`src/rtl/uart_alu_tx.sv`:
```
// uart_alu_tx: transmit side of the UART ALU host link.
// Accepts a result word on a valid/ready handshake and sends it as NUM_BYTES
// back-to-back 8N1 frames, least-significant byte first.
//
// Ports:
//   clk_i    system clock, rising edge
//   rst_ni   asynchronous reset, active-low
//   data_i   result word to transmit (8*NUM_BYTES bits)
//   valid_i  data_i is valid
//   ready_o  word can be accepted (idle only)
//   tx_o     serial output, idles high, driven from a flop
//   busy_o   a word is being serialized (always !ready_o)
module uart_alu_tx #(
  parameter int unsigned CLKS_PER_BIT = 104,
  parameter int unsigned NUM_BYTES    = 4
) (
  input  logic                   clk_i,
  input  logic                   rst_ni,
  input  logic [8*NUM_BYTES-1:0] data_i,
  input  logic                   valid_i,
  output logic                   ready_o,
  output logic                   tx_o,
  output logic                   busy_o
);

  localparam int unsigned W  = 8 * NUM_BYTES;
  localparam int unsigned CW = (CLKS_PER_BIT > 1) ? $clog2(CLKS_PER_BIT) : 1;
  localparam int unsigned BW = (NUM_BYTES > 1) ? $clog2(NUM_BYTES) : 1;
  localparam logic [CW-1:0] BAUD_LAST = CW'(CLKS_PER_BIT - 1);
  localparam logic [BW-1:0] BYTE_LAST = BW'(NUM_BYTES - 1);

  typedef enum logic [1:0] {
    IDLE  = 2'd0,
    START = 2'd1,
    DATA  = 2'd2,
    STOP  = 2'd3
  } state_t;

  state_t          state;
  logic [CW-1:0]   baud_cnt;
  logic [2:0]      bit_idx;
  logic [BW-1:0]   byte_cnt;
  logic [W-1:0]    shreg;
  logic            tx;
  logic            ready;

  assign tx_o    = tx;
  assign ready_o = ready;
  assign busy_o  = ~ready;

  // The word is shifted right one bit per data bit, so after each byte's
  // eight shifts the next byte already sits in shreg[7:0]. tx is loaded one
  // bit ahead at each boundary so the line only moves on bit edges.
  always_ff @(posedge clk_i or negedge rst_ni) begin
    if (!rst_ni) begin
      state    <= IDLE;
      baud_cnt <= '0;
      bit_idx  <= '0;
      byte_cnt <= '0;
      shreg    <= '0;
      tx       <= 1'b1;
      ready    <= 1'b1;
    end else begin
      case (state)
        IDLE: begin
          tx <= 1'b1;
          if (valid_i) begin
            shreg    <= data_i;
            state    <= START;
            tx       <= 1'b0;
            ready    <= 1'b0;
            baud_cnt <= '0;
            byte_cnt <= '0;
          end
        end
        START: begin
          if (baud_cnt == BAUD_LAST) begin
            baud_cnt <= '0;
            bit_idx  <= '0;
            state    <= DATA;
            tx       <= shreg[0];
          end else begin
            baud_cnt <= baud_cnt + 1'b1;
          end
        end
        DATA: begin
          if (baud_cnt == BAUD_LAST) begin
            baud_cnt <= '0;
            shreg    <= {1'b0, shreg[W-1:1]};
            if (bit_idx == 3'd7) begin
              state <= STOP;
              tx    <= 1'b1;
            end else begin
              bit_idx <= bit_idx + 3'd1;
              tx      <= shreg[1];
            end
          end else begin
            baud_cnt <= baud_cnt + 1'b1;
          end
        end
        STOP: begin
          if (baud_cnt == BAUD_LAST) begin
            baud_cnt <= '0;
            if (byte_cnt == BYTE_LAST) begin
              byte_cnt <= '0;
              state    <= IDLE;
              ready    <= 1'b1;
            end else begin
              byte_cnt <= byte_cnt + 1'b1;
              state    <= START;
              tx       <= 1'b0;
            end
          end else begin
            baud_cnt <= baud_cnt + 1'b1;
          end
        end
        default: begin
          state <= IDLE;
          tx    <= 1'b1;
          ready <= 1'b1;
        end
      endcase
    end
  end

endmodule
```
`config.mk`:
```
export PLATFORM = sky130hd
export DESIGN_NAME = uart_alu_tx
export DESIGN_NICKNAME = d
export VERILOG_FILES = /design/src/rtl/uart_alu_tx.sv
export SDC_FILE = /design/constraint.sdc
export NUM_CORES = 1
export LEC_CHECK = 0
export CORE_MARGIN = 4
export CORE_UTILIZATION = 50
export DETAILED_ROUTE_END_ITERATION = 6
export PLACE_DENSITY = 0.75
export SLEW_MARGIN = 20
export SYNTH_ARGS = -nofsm -noshare
export SYNTH_HDL_FRONTEND = slang
export SYNTH_SLANG_ARGS = --single-unit
```
`constraint.sdc`:
```
create_clock -name clk_i -period 3.3 [get_ports clk_i]
set_clock_uncertainty 0.1 [all_clocks]
set_input_delay 0.825 -clock clk_i [delete_from_list [all_inputs] [get_ports clk_i]]
set_output_delay 0.825 -clock clk_i [all_outputs]
set_load 0.1 [all_outputs]
```
After elaboration in Yosys (flattened, before gate mapping)
Cells that the tools add are included.
{"block": "totals", "regBits": 48, "latch_bits": 0, "mem_bits_rw": 0, "mem_bits_ro": 0, "inputBits": 35, "out_inout_bits": 3, "word_cells": 68, "memories": 0}
{"block": "classes", "n_addsub": 3, "multipliers": 0, "div": 0, "n_lt_le_gt_ge": 0, "n_eq_ne": 14, "n_shift": 0, "mux": 32, "n_bitwise": 1, "n_reduce_logical": 11}
{"cell": "two-way mux 32 bit", "n": 2}
{"cell": "one-hot mux 32 bit (2 select lines)", "n": 1}
{"cell": "two-way mux 2 bit", "n": 8}
{"cell": "!= test 2 bit, second input constant", "n": 8}
{"cell": "two-way mux 7 bit", "n": 2}
{"cell": "one-hot mux 7 bit (2 select lines)", "n": 1}
{"cell": "AND reduction 4 bit", "n": 3}
{"cell": "two-way mux 1 bit", "n": 10}
{"cell": "two-way mux 3 bit", "n": 3}
{"cell": "one-hot mux 2 bit (4 select lines)", "n": 1}
{"cell": "adder 7 x 1 -> 7 bit, second input constant", "n": 1}
{"cell": "equality test 7 bit, second input constant", "n": 1}
{"cell": "equality test 2 bit, second input constant", "n": 3}
{"cell": "one-hot mux 3 bit (2 select lines)", "n": 1}
{"cell": "AND reduction 3 bit", "n": 2}
{"cell": "nonzero test 2 bit", "n": 3}
{"cell": "AND reduction 5 bit", "n": 1}
{"cell": "one-hot mux 1 bit (4 select lines)", "n": 1}
{"cell": "one-hot mux 2 bit (2 select lines)", "n": 1}
{"cell": "adder 3 x 1 -> 3 bit, second input constant", "n": 1}
{"cell": "equality test 3 bit, second input constant", "n": 1}
{"cell": "OR reduction 3 bit", "n": 1}
{"cell": "adder 2 x 1 -> 2 bit, second input constant", "n": 1}
{"cell": "equality test 2 x 1 -> 1 bit, second input constant", "n": 1}
{"cell": "3 further kinds", "n": 3}

Logic depth before layout (Yosys ltp)
Gate-level depths: netlist of the first run.
{"block": "depth", "ltp_word": 4, "depth_mapped": 8, "ltp_nobuf": 6}

Worst setup path before layout of the first run
No wires, ideal clock.
{"block": "synth_timing", "path_kind": "reg2out", "startpoint": "register ready (netlist: ready_o)", "endpoint": "output busy_o", "arrival_time_ps": 1392, "required_time_ps": 2375, "path_slack_ps": 983, "path_stages_with_launch": 2, "path_buffers": 0, "path_cell_list": "dfstp_2 -> inv_1"}
{"block": "synth_via", "elab_chain_cells": 1}
{"item": "start: declaration", "line_no": "45", "source": "logic ready;"}
{"item": "start signal: assignment", "line_no": "62", "source": "ready <= 1'b1;"}
{"item": "start signal: assignment", "line_no": "71", "source": "ready <= 1'b0;"}
{"item": "start signal: assignment", "line_no": "107", "source": "ready <= 1'b1;"}
{"item": "inverter 1 bit", "line_no": "49", "source": "assign busy_o = ~ready;"}
{"item": "end: declaration", "line_no": "23", "source": "output logic busy_o"}
No other way between the ends.

Worst setup path after layout of the first run
{"block": "layout_timing", "startpoint": "register state[0]", "endpoint": "register shreg[10]"}
{"block": "layout_via", "elab_chain_cells": 3, "word_cells_on_any_way": 7, "classes_between": "eq/ne (3); mux (1); reduce/logical (3)"}
{"item": "start: declaration", "line_no": "39", "source": "state_t state;"}
{"item": "start signal: assignment", "line_no": "56", "source": "state <= IDLE;"}
{"item": "start signal: assignment", "line_no": "69", "source": "state <= START;"}
{"item": "start signal: assignment", "line_no": "80", "source": "state <= DATA;"}
{"item": "equality test 2 bit or zero test 2 bit (tied branches)", "line_no": "64", "source": "case (state)"}
{"item": "!= test 2 bit (no source line) or nonzero test 2 bit (tied branches)"}
{"item": "AND reduction 3 bit (no source line)"}
{"item": "end signal: assignment", "line_no": "68", "source": "shreg <= data_i;"}
{"item": "end signal: assignment", "line_no": "89", "source": "shreg <= {1'b0, shreg[W-1:1]};"}
{"item": "end: declaration", "line_no": "43", "source": "logic [W-1:0] shreg;"}
Several ways; a longest one is shown, not always the timed one.
A chain may end at the register's enable or synchronous reset.

==> results of run 1 <==
[through the flow]
stage                     utilization, %  std cells
after floorplan                        -        271
after global placement              61.2        361
after detailed placement            61.2        361
after CTS                           63.4        369
after global routing                63.4        369
final                               63.4        369
[cells in the final DEF, fill, tap and decap left out, types with 9 or more instances in the layout]
cell type	synthesis	routed
clkdlybuf4s50_1	0	33
buf_4	0	11
a21oi_1	36	36
inv_1	9	9
nand3_1	10	10
dfrtp_1	46	46
nand2_1	15	15
o22ai_1	61	61
o21ai_1	9	9
ha_1	9	9
[sequential cells by signal (all words and copies together) (netlist names)]
register and cells:
shreg 32, baud_cnt 7, bit_idx 3, byte_cnt 2
state 2, ready_o 1, tx_o 1
[critical path, cell delays in order, from the launching register on]
cell and delay [ns]:
dfrtp_1 0.41, inv_1 0.16, ha_1 0.37, mux2_2 0.48, nand3_1 0.11, buf_4 0.30, o22ai_1 0.15, a21oi_1 0.16
[how the worst max path moves through the flow]
| stage | end | slack [ns] |
|---|---|---|
| 2_1_floorplan | busy_o | 0.98 |
| 3_3_place_gp | shreg[6] | 0.72 |
| 3_5_place_dp | shreg[24] | 0.69 |
| 4_1_cts | shreg[3] | 0.98 |
| 5_1_grt | shreg[15] | 0.77 |
| 6_report | shreg[10] | 0.98 |
[cell families after synthesis]
group           after synthesis  share of synthesized area, %
buf+inv                      31                          5.12
mux                           4                          1.72
compound gates              131                          31.0
fa+ha+maj                     9                          4.43
flops                        48                          47.4
simple gates                 48                          10.4
[synth_stat cells, types with 2 or more instances]
cell,n,area [sq um]
a22oi_1,2,15.0
nand2_1,15,56.3
or4_1,2,15.0
inv_1,9,33.8
nand2b_1,6,37.5
o22ai_1,61,382
o21ai_0,6,30.0
and3_1,3,18.8
buf_2,11,55.1
dfrtp_1,46,1150
o21ai_1,9,45.0
a21oi_1,36,180
nor2_1,5,18.8
o31ai_1,2,15.0
a22o_1,3,26.3
clkbuf_1,11,41.3
o21a_1,2,15.0
a31oi_1,3,18.8
dfstp_2,2,52.6
nand3_1,10,50.1
ha_1,9,113
mux2_1,2,22.5
[metal layers]
metal | global-route usage (%) | vias up | share of wire (%)
li1 | - | 1100 | -
met1 | 29.1 | 1095 | 47
met2 | 30.6 | 68 | 47
met3 | 4.76 | 8 | 4.9
met4 | 6.36 | 0 | 1.3
met5 | 0 | - | 0
[area by class of cell]
class / count / area share [%]
inverters: 9 / 1.11
flip-flops and latches: 48 / 39.4
multi-input cells: 192 / 39.5
repair buffers: 45 / 13.7
clock buffers: 6 / 2.38
clock inverters: 2 / 1.15
well taps: 67 / 2.74
[where the power goes]
part           switching [uW]  leakage (uW)  internal (uW)
Sequential                206      0.000577            853
Combinational             745      0.000606            601
Clock                     199     0.0000552            225
==> metrics.yaml, run 1 <==
status: "completed"
clock.fmax_mhz: 430
fin_ws_ns: 0.977
clkLatencyLatePin_ns: 0.31
final.fill_count: 441
synthFlopType: "dfrtp_1"
grt_overflow_total: 0
coreArea_sq_mm: 0.00482
ff2ff_path_depth: 7
tns_ns: 0
p_leak_uw: 0.00124
clk_pin_slew_ns: 0.09
grt_max_degree: 31
placed_area_sq_mm: 0.00295
syn_nets: 315
rows: 25
ir_worst_vdd_mv: 0.496
maxSlewViolCount: 0
cts_buffers: 5
hp-class: "primary input to asynchronous set/reset pin"
post_cts_buffers: 0
drive_above_1_share_pct: 8.28
io_buffers: 37
path_max_fanout: 30
ys_seq_area_share_pct: 47.4
grt_antenna_before_repair: 0
required_ns: 3.44
vias_per_cell: 6.15
cts_hold_buf: 0
multi_input_area_sq_mm: 0.00121
avgSynthCellArea_sq_um: 9.38
cp-startpoint: "state[0]"
start_util_pct: 52.8
die_x_um: 79.3
grt_pass1_vias: 2174
ys_ff_latch: 48
tightest_slew_ns: 0.690
cp.arrival_ns: 2.46
post-route-period-util_pct: 70.4
cts_num_sinks: 48
post_cts_resized: 0
grt_pass1_wl_um: 10200
rsz0062_at_grt: "no"
finalHoldViolCount: 0
cts_tree: "done"
async_reset_ff_share_pct: 100
synthesis.area_sq_mm: 0.00254
finalSetupViolCount: 0
ys_warn_count: 0
wirelength_um: 5970
gp_congestion: 0.833
cts_root_buf: "clkbuf_8"
ant_nets: 0
dieHeight_um: 79.3
r2r-end: "shreg[10]"
grt_util_all_layers_pct: 20.3
r2r_setup_slack_ns: 0.98
power_density_mw_per_mm2: 926
ys_types: 38
slew_headroom_pct: 53.9
antenna_cells: 0
syn-instance-count: 271
areaGrowthSynthToFinish_pct: 20.2
clockBufferDepth: 2
crit_type: "flop to flop"
io_pins: 38
finalCriticalPeriod_ns: 2.32
final_nets: 345
finalInstanceArea_sq_mm: 0.00305
cap_violations: 0
synth_edf_count: 0
htree_levels: 2
start_kind: "flop"
drt_iter0_markers: 197
holdWs_ns: 0.360
drtPass1Iterations: 4
drc: 0
finalPower_uw: 2830
pre_cts_ws_ns: 0.695
dpl.hpwl_um: 4120
die_area_sq_mm: 0.00629
end_kind: "flop"
regArea_sq_mm: 0.00120
vias: 2271
avgRoutedWirePerCell_um: 16.2
r2r-start: "state[0]"
(Power assumes the default switching activity.)
==> run 2: changes to the inputs <==
clock period = 2.26 ns   (was 3.3 ns; I/O delays follow)
==> run 2 against run 1 <==
Effect of this change: clock power is 31% higher; routed wire length is 4.5% higher; critical path depth stayed put; sequential share of layout area fell by 0.95 points; global-route usage increased by 0.74 points; core utilization rose by 1.6 points; total power is 47% higher; largest cell class unchanged; highest routed layer unchanged.
==> metrics.yaml, run 2 (same netlist as run 1, synthesis figures left out) <==
status: "completed"
holdWs_ns: 0.142
crit_type: "flop to flop"
cts_num_sinks: 48
clock.fmax_mhz: 484
grt_overflow_total: 0
cts_hold_buf: 0
final_nets: 351
rsz0062_at_grt: "no"
clk_pin_slew_ns: 0.08
switchingPower_uw: 1700
grt_max_degree: 49
areaGrowthSynthToFinish_pct: 23.1
finalSetupViolCount: 0
required_ns: 2.38
die_x_um: 79.3
drt_iter0_markers: 228
grt_pass1_wl_um: 10700
ir_worst_vdd_mv: 0.696
cts_root_buf: "clkbuf_8"
clockBufferDepth: 2
io_pins: 38
gp_congestion: 0.803
tns_ns: 0
drive_above_1_share_pct: 10.1
clkLatencyLatePin_ns: 0.30
cts_tree: "done"
post_cts_buffers: 0
pwr-share-seq_pct: 37.6
post_cts_resized: 0
io_buffers: 37
rows: 25
final_cell_mix: "o22ai_1, dfrtp_1, a21oi_1, clkdlybuf4s50_1, nand2_1"
final_common_cell: "o22ai_1"
tightest_slew_ns: 0.401
finalCriticalPeriod_ns: 2.07
start_kind: "flop"
p_clk_share_pct: 13.3
slew_headroom_pct: 73.3
hp-class: "primary input to asynchronous set/reset pin"
swShare_pct: 40.7
dpl.hpwl_um: 4310
path_max_fanout: 16
fin_ws_ns: 0.195
cts_buffers: 5
vias_per_cell: 6.19
power_density_mw_per_mm2: 1330
antenna_cells: 0
drtPass1Iterations: 5
pwr-share-comb_pct: 49.1
start_util_pct: 52.8
maxSlewViolCount: 0
drc: 0
p_int_uw: 2470
wirelength_um: 6240
p_leak_uw: 0.00128
die_area_sq_mm: 0.00629
cp.arrival_ns: 2.18
grt_antenna_before_repair: 0
coreArea_sq_mm: 0.00482
reg_top3: "shreg: 32 flops, baud_cnt: 7 flops, bit_idx: 3 flops"
avgRoutedWirePerCell_um: 16.6
dieHeight_um: 79.3
ant_nets: 0
pre_cts_ws_ns: 0.0933
vias: 2322
finalHoldViolCount: 0
end_kind: "flop"
grt_util_all_layers_pct: 21.1
cap_violations: 0
largest_reg_flops: 32
htree_levels: 2
post-route-period-util_pct: 91.4
grt_pass1_vias: 2274
regMostFlops: "shreg"
-- run 2: changes by cell type in the layout (fill, tap and decap cells not counted), sizes merged --
| cell | before | now |
|---|---|---|
| clkbuf | 6 | 8 |
| bufinv | 1 | 0 |
| buf | 12 | 18 |
| clkinv | 1 | 0 |
-- run 2: layout make-up --
type,instances,area (sq um)
Sequential cell,48,1200
Multi-Input combinational cell,192,1210
Timing Repair Buffer,51,500
Fill cell,420,1690
Tap cell,67,83.8
Clock buffer,8,100
Inverter,9,33.8
-- run 2: power groups by stage --
stage | logic (uW) | clock network (uW) | registers, uW
final | 2050 | 554 | 1560
after global routing | 2280 | 599 | 1610
after CTS | 2050 | 571 | 1560
after detailed placement | 2050 | 0 | 1570
after global placement | 1970 | 0 | 1550
after floorplan | 1480 | 0 | 1530
-- run 2: routing by layer --
| layer | track usage, % | part of all wire [%] |
|---|---|---|
| met1 | 28.2 | 45 |
| met3 | 3.17 | 4.5 |
| met5 | 0 | 0 |
| met4 | 6.01 | 1.0 |
| met2 | 35.6 | 49 |
-- run 2: critical path, cell delays in order, from the launching register on --
cell     delay (ns)
dfrtp_1        0.41
inv_1          0.17
ha_1           0.30
mux2_2         0.40
nand3_1        0.11
buf_4          0.22
o22ai_1        0.11
a21oi_1        0.16
-- run 2: stage by stage --
stage	utilization, %	total power (uW)	std cells	instance area (sq um)
floorplan	-	3020	271	2540
global placement	62.9	3520	367	3030
detailed placement	62.9	3620	367	3030
CTS	65.0	4180	375	3130
global route	65.0	4490	375	3130
finish	65.0	4160	375	3130
-- run 2: path summary, 6_finish.rpt --
path	from	to	slack (ns)	cells past startpoint
setup / recovery	state[0]	shreg[5]	0.19	7
hold / removal	rst_ni	shreg[15]	0.14	2
setup reg to reg	state[0]	shreg[5]	0.19	7
hold reg to reg	shreg[12]	shreg[12]	0.42	1
max in group asynchronous	rst_ni	ready_o	1.64	2
min in group clk_i	shreg[12]	shreg[12]	0.42	1
==> run 3: changes to the inputs <==
CORE_UTILIZATION = 35   (was 50)
PLACE_DENSITY = unset   (was 0.75)
==> run 3 against run 2 <==
Effect of this change: routed wire length decreased by 1.8%; worst setup slack lost 0.018 ns; register-to-register slack worse by 0.02 ns; non-clock buffer count shrank 1; worst hold slack improved by 0.27 ns; flip-flop and latch count unchanged; maximum frequency fell by 0.88%; cell area increased by 2.2%; critical path type unchanged; critical endpoint is now shreg[2]; largest cell class unchanged.
==> metrics.yaml, run 3 (same netlist as run 1, synthesis figures left out) <==
status: "completed"
whs_endpoint: "baud_cnt[0]"
r2r-start: "state[0]"
io_buffers: 37
tns_ns: 0
post-route-period-util_pct: 92.2
clock.fmax_mhz: 480
cap_violations: 0
r2r-end: "shreg[2]"
post_cts_buffers: 0
end_kind: "flop"
grt_pass1_vias: 2204
grt_antenna_before_repair: 0
cts_hold_buf: 1
rsz0062_at_grt: "no"
drt_iter0_markers: 137
cts_tree: "done"
coreArea_sq_mm: 0.00691
worst_hold_path.num_cells: 1
largest_reg_flops: 32
clockBufferDepth: 2
final_nets: 350
r2r_setup_slack_ns: 0.18
avgRoutedWirePerCell_um: 15.2
vias: 2252
ir_worst_vdd_mv: 0.536
tightest_slew_ns: 0.386
htree_levels: 2
start_kind: "flop"
final.fill_count: 674
swShare_pct: 40.3
grt_max_degree: 43
cts_buffers: 5
drtPass1Iterations: 4
regMostFlops: "shreg"
pwr-share-seq_pct: 36.6
power_density_mw_per_mm2: 1320
grt_overflow_total: 0
dpl.hpwl_um: 4200
grt_util_all_layers_pct: 14.8
ant_nets: 0
cts_num_sinks: 48
pwr-share-comb_pct: 48.3
crit_type: "flop to flop"
io_pins: 38
regArea_sq_mm: 0.00120
finalSetupViolCount: 0
ff2ff_path_depth: 7
drc: 0
p_leak_uw: 0.00128
clkLatencyLatePin_ns: 0.31
cts_root_buf: "clkbuf_8"
p_int_uw: 2530
multi_input_area_sq_mm: 0.00121
gp_congestion: 0.799
finalHoldViolCount: 0
rows: 30
antenna_cells: 0
die_area_sq_mm: 0.00869
switchingPower_uw: 1710
required_ns: 2.39
post_cts_resized: 0
final_common_cell: "o22ai_1"
maxSlewViolCount: 0
instances_no_fill: 403
start_util_pct: 36.8
dieHeight_um: 93.2
final_cell_mix: "o22ai_1, dfrtp_1, a21oi_1, clkdlybuf4s50_1, nand2_1"
vias_per_cell: 5.59
cp.arrival_ns: 2.22
areaGrowthSynthToFinish_pct: 25.8
slew_headroom_pct: 74.3
p_clk_share_pct: 15.1
dp_cells: 394
holdWs_ns: 0.409
wirelength_um: 6130
clk_pin_slew_ns: 0.10
drive_above_1_share_pct: 9.77
reg_top3: "shreg: 32 flops, baud_cnt: 7 flops, bit_idx: 3 flops"
die_x_um: 93.2
min_from: "baud_cnt[0]"
path_max_fanout: 18
hp-class: "flop to flop"
grt_pass1_wl_um: 10600
finalCriticalPeriod_ns: 2.08
-- run 3: cell count changes in the layout (fill, tap and decap cells not counted) --
cell and change:
clkinv_2 +1, clkinvlp_4 +1, dlygate4sd3_1 +1, buf_12 +2
buf_4 -4, bufinv_16 +1, clkbuf_1 -1, clkbuf_8 -2
-- run 3: worst max path at each step --
stage,start,to,slack (ns)
global route,state[0],shreg[1],0.02
CTS,state[0],shreg[2],0.16
global placement,valid_i,shreg[27],0.13
floorplan,ready_o,busy_o,0.20
finish,state[0],shreg[2],0.18
detailed placement,valid_i,shreg[2],0.08
-- run 3: cell type report --
type / instances / share of cell area, %
timing repair buffer: 50 / 16.3
sequential: 48 / 37.7
multi-input combinational: 192 / 37.8
clock inverter: 3 / 1.33
inverter: 9 / 1.06
tap: 96 / 3.76
clock buffer: 5 / 2.15
-- run 3: power groups by stage --
stage               Combinational [uW]  Clock (uW)  Sequential (uW)
floorplan                         1480           0             1530
global placement                  2000           0             1550
detailed placement                2050           0             1570
CTS                               2060         652             1550
global route                      2270         680             1600
finish                            2050         638             1550
-- run 3: critical path: stages, from the launching register on --
cell      delay (ns)
dfrtp_1         0.41
inv_1           0.16
ha_1            0.36
buf_4           0.30
nand2b_1        0.24
buf_4           0.21
o22ai_1         0.09
a21oi_1         0.13
-- run 3: stage by stage --
stage	util, %	power [uW]	instance area, sq um	worst slack (ns)
6_report	46.3	4230	3200	0.176
5_1_grt	46.3	4550	3200	0.0201
4_1_cts	46.3	4250	3200	0.157
3_5_place_dp	44.5	3620	3080	0.0786
3_3_place_gp	44.5	3560	3080	0.126
2_1_floorplan	-	3020	2540	0.203
-- run 3: routing by layer --
metal	GRT usage [%]	vias up	part of all wire (%)
met1	20.8	1097	47
met4	3.91	0	0.85
met5	0	-	0
met3	2.98	6	4.3
li1	-	1106	-
met2	23.3	43	48
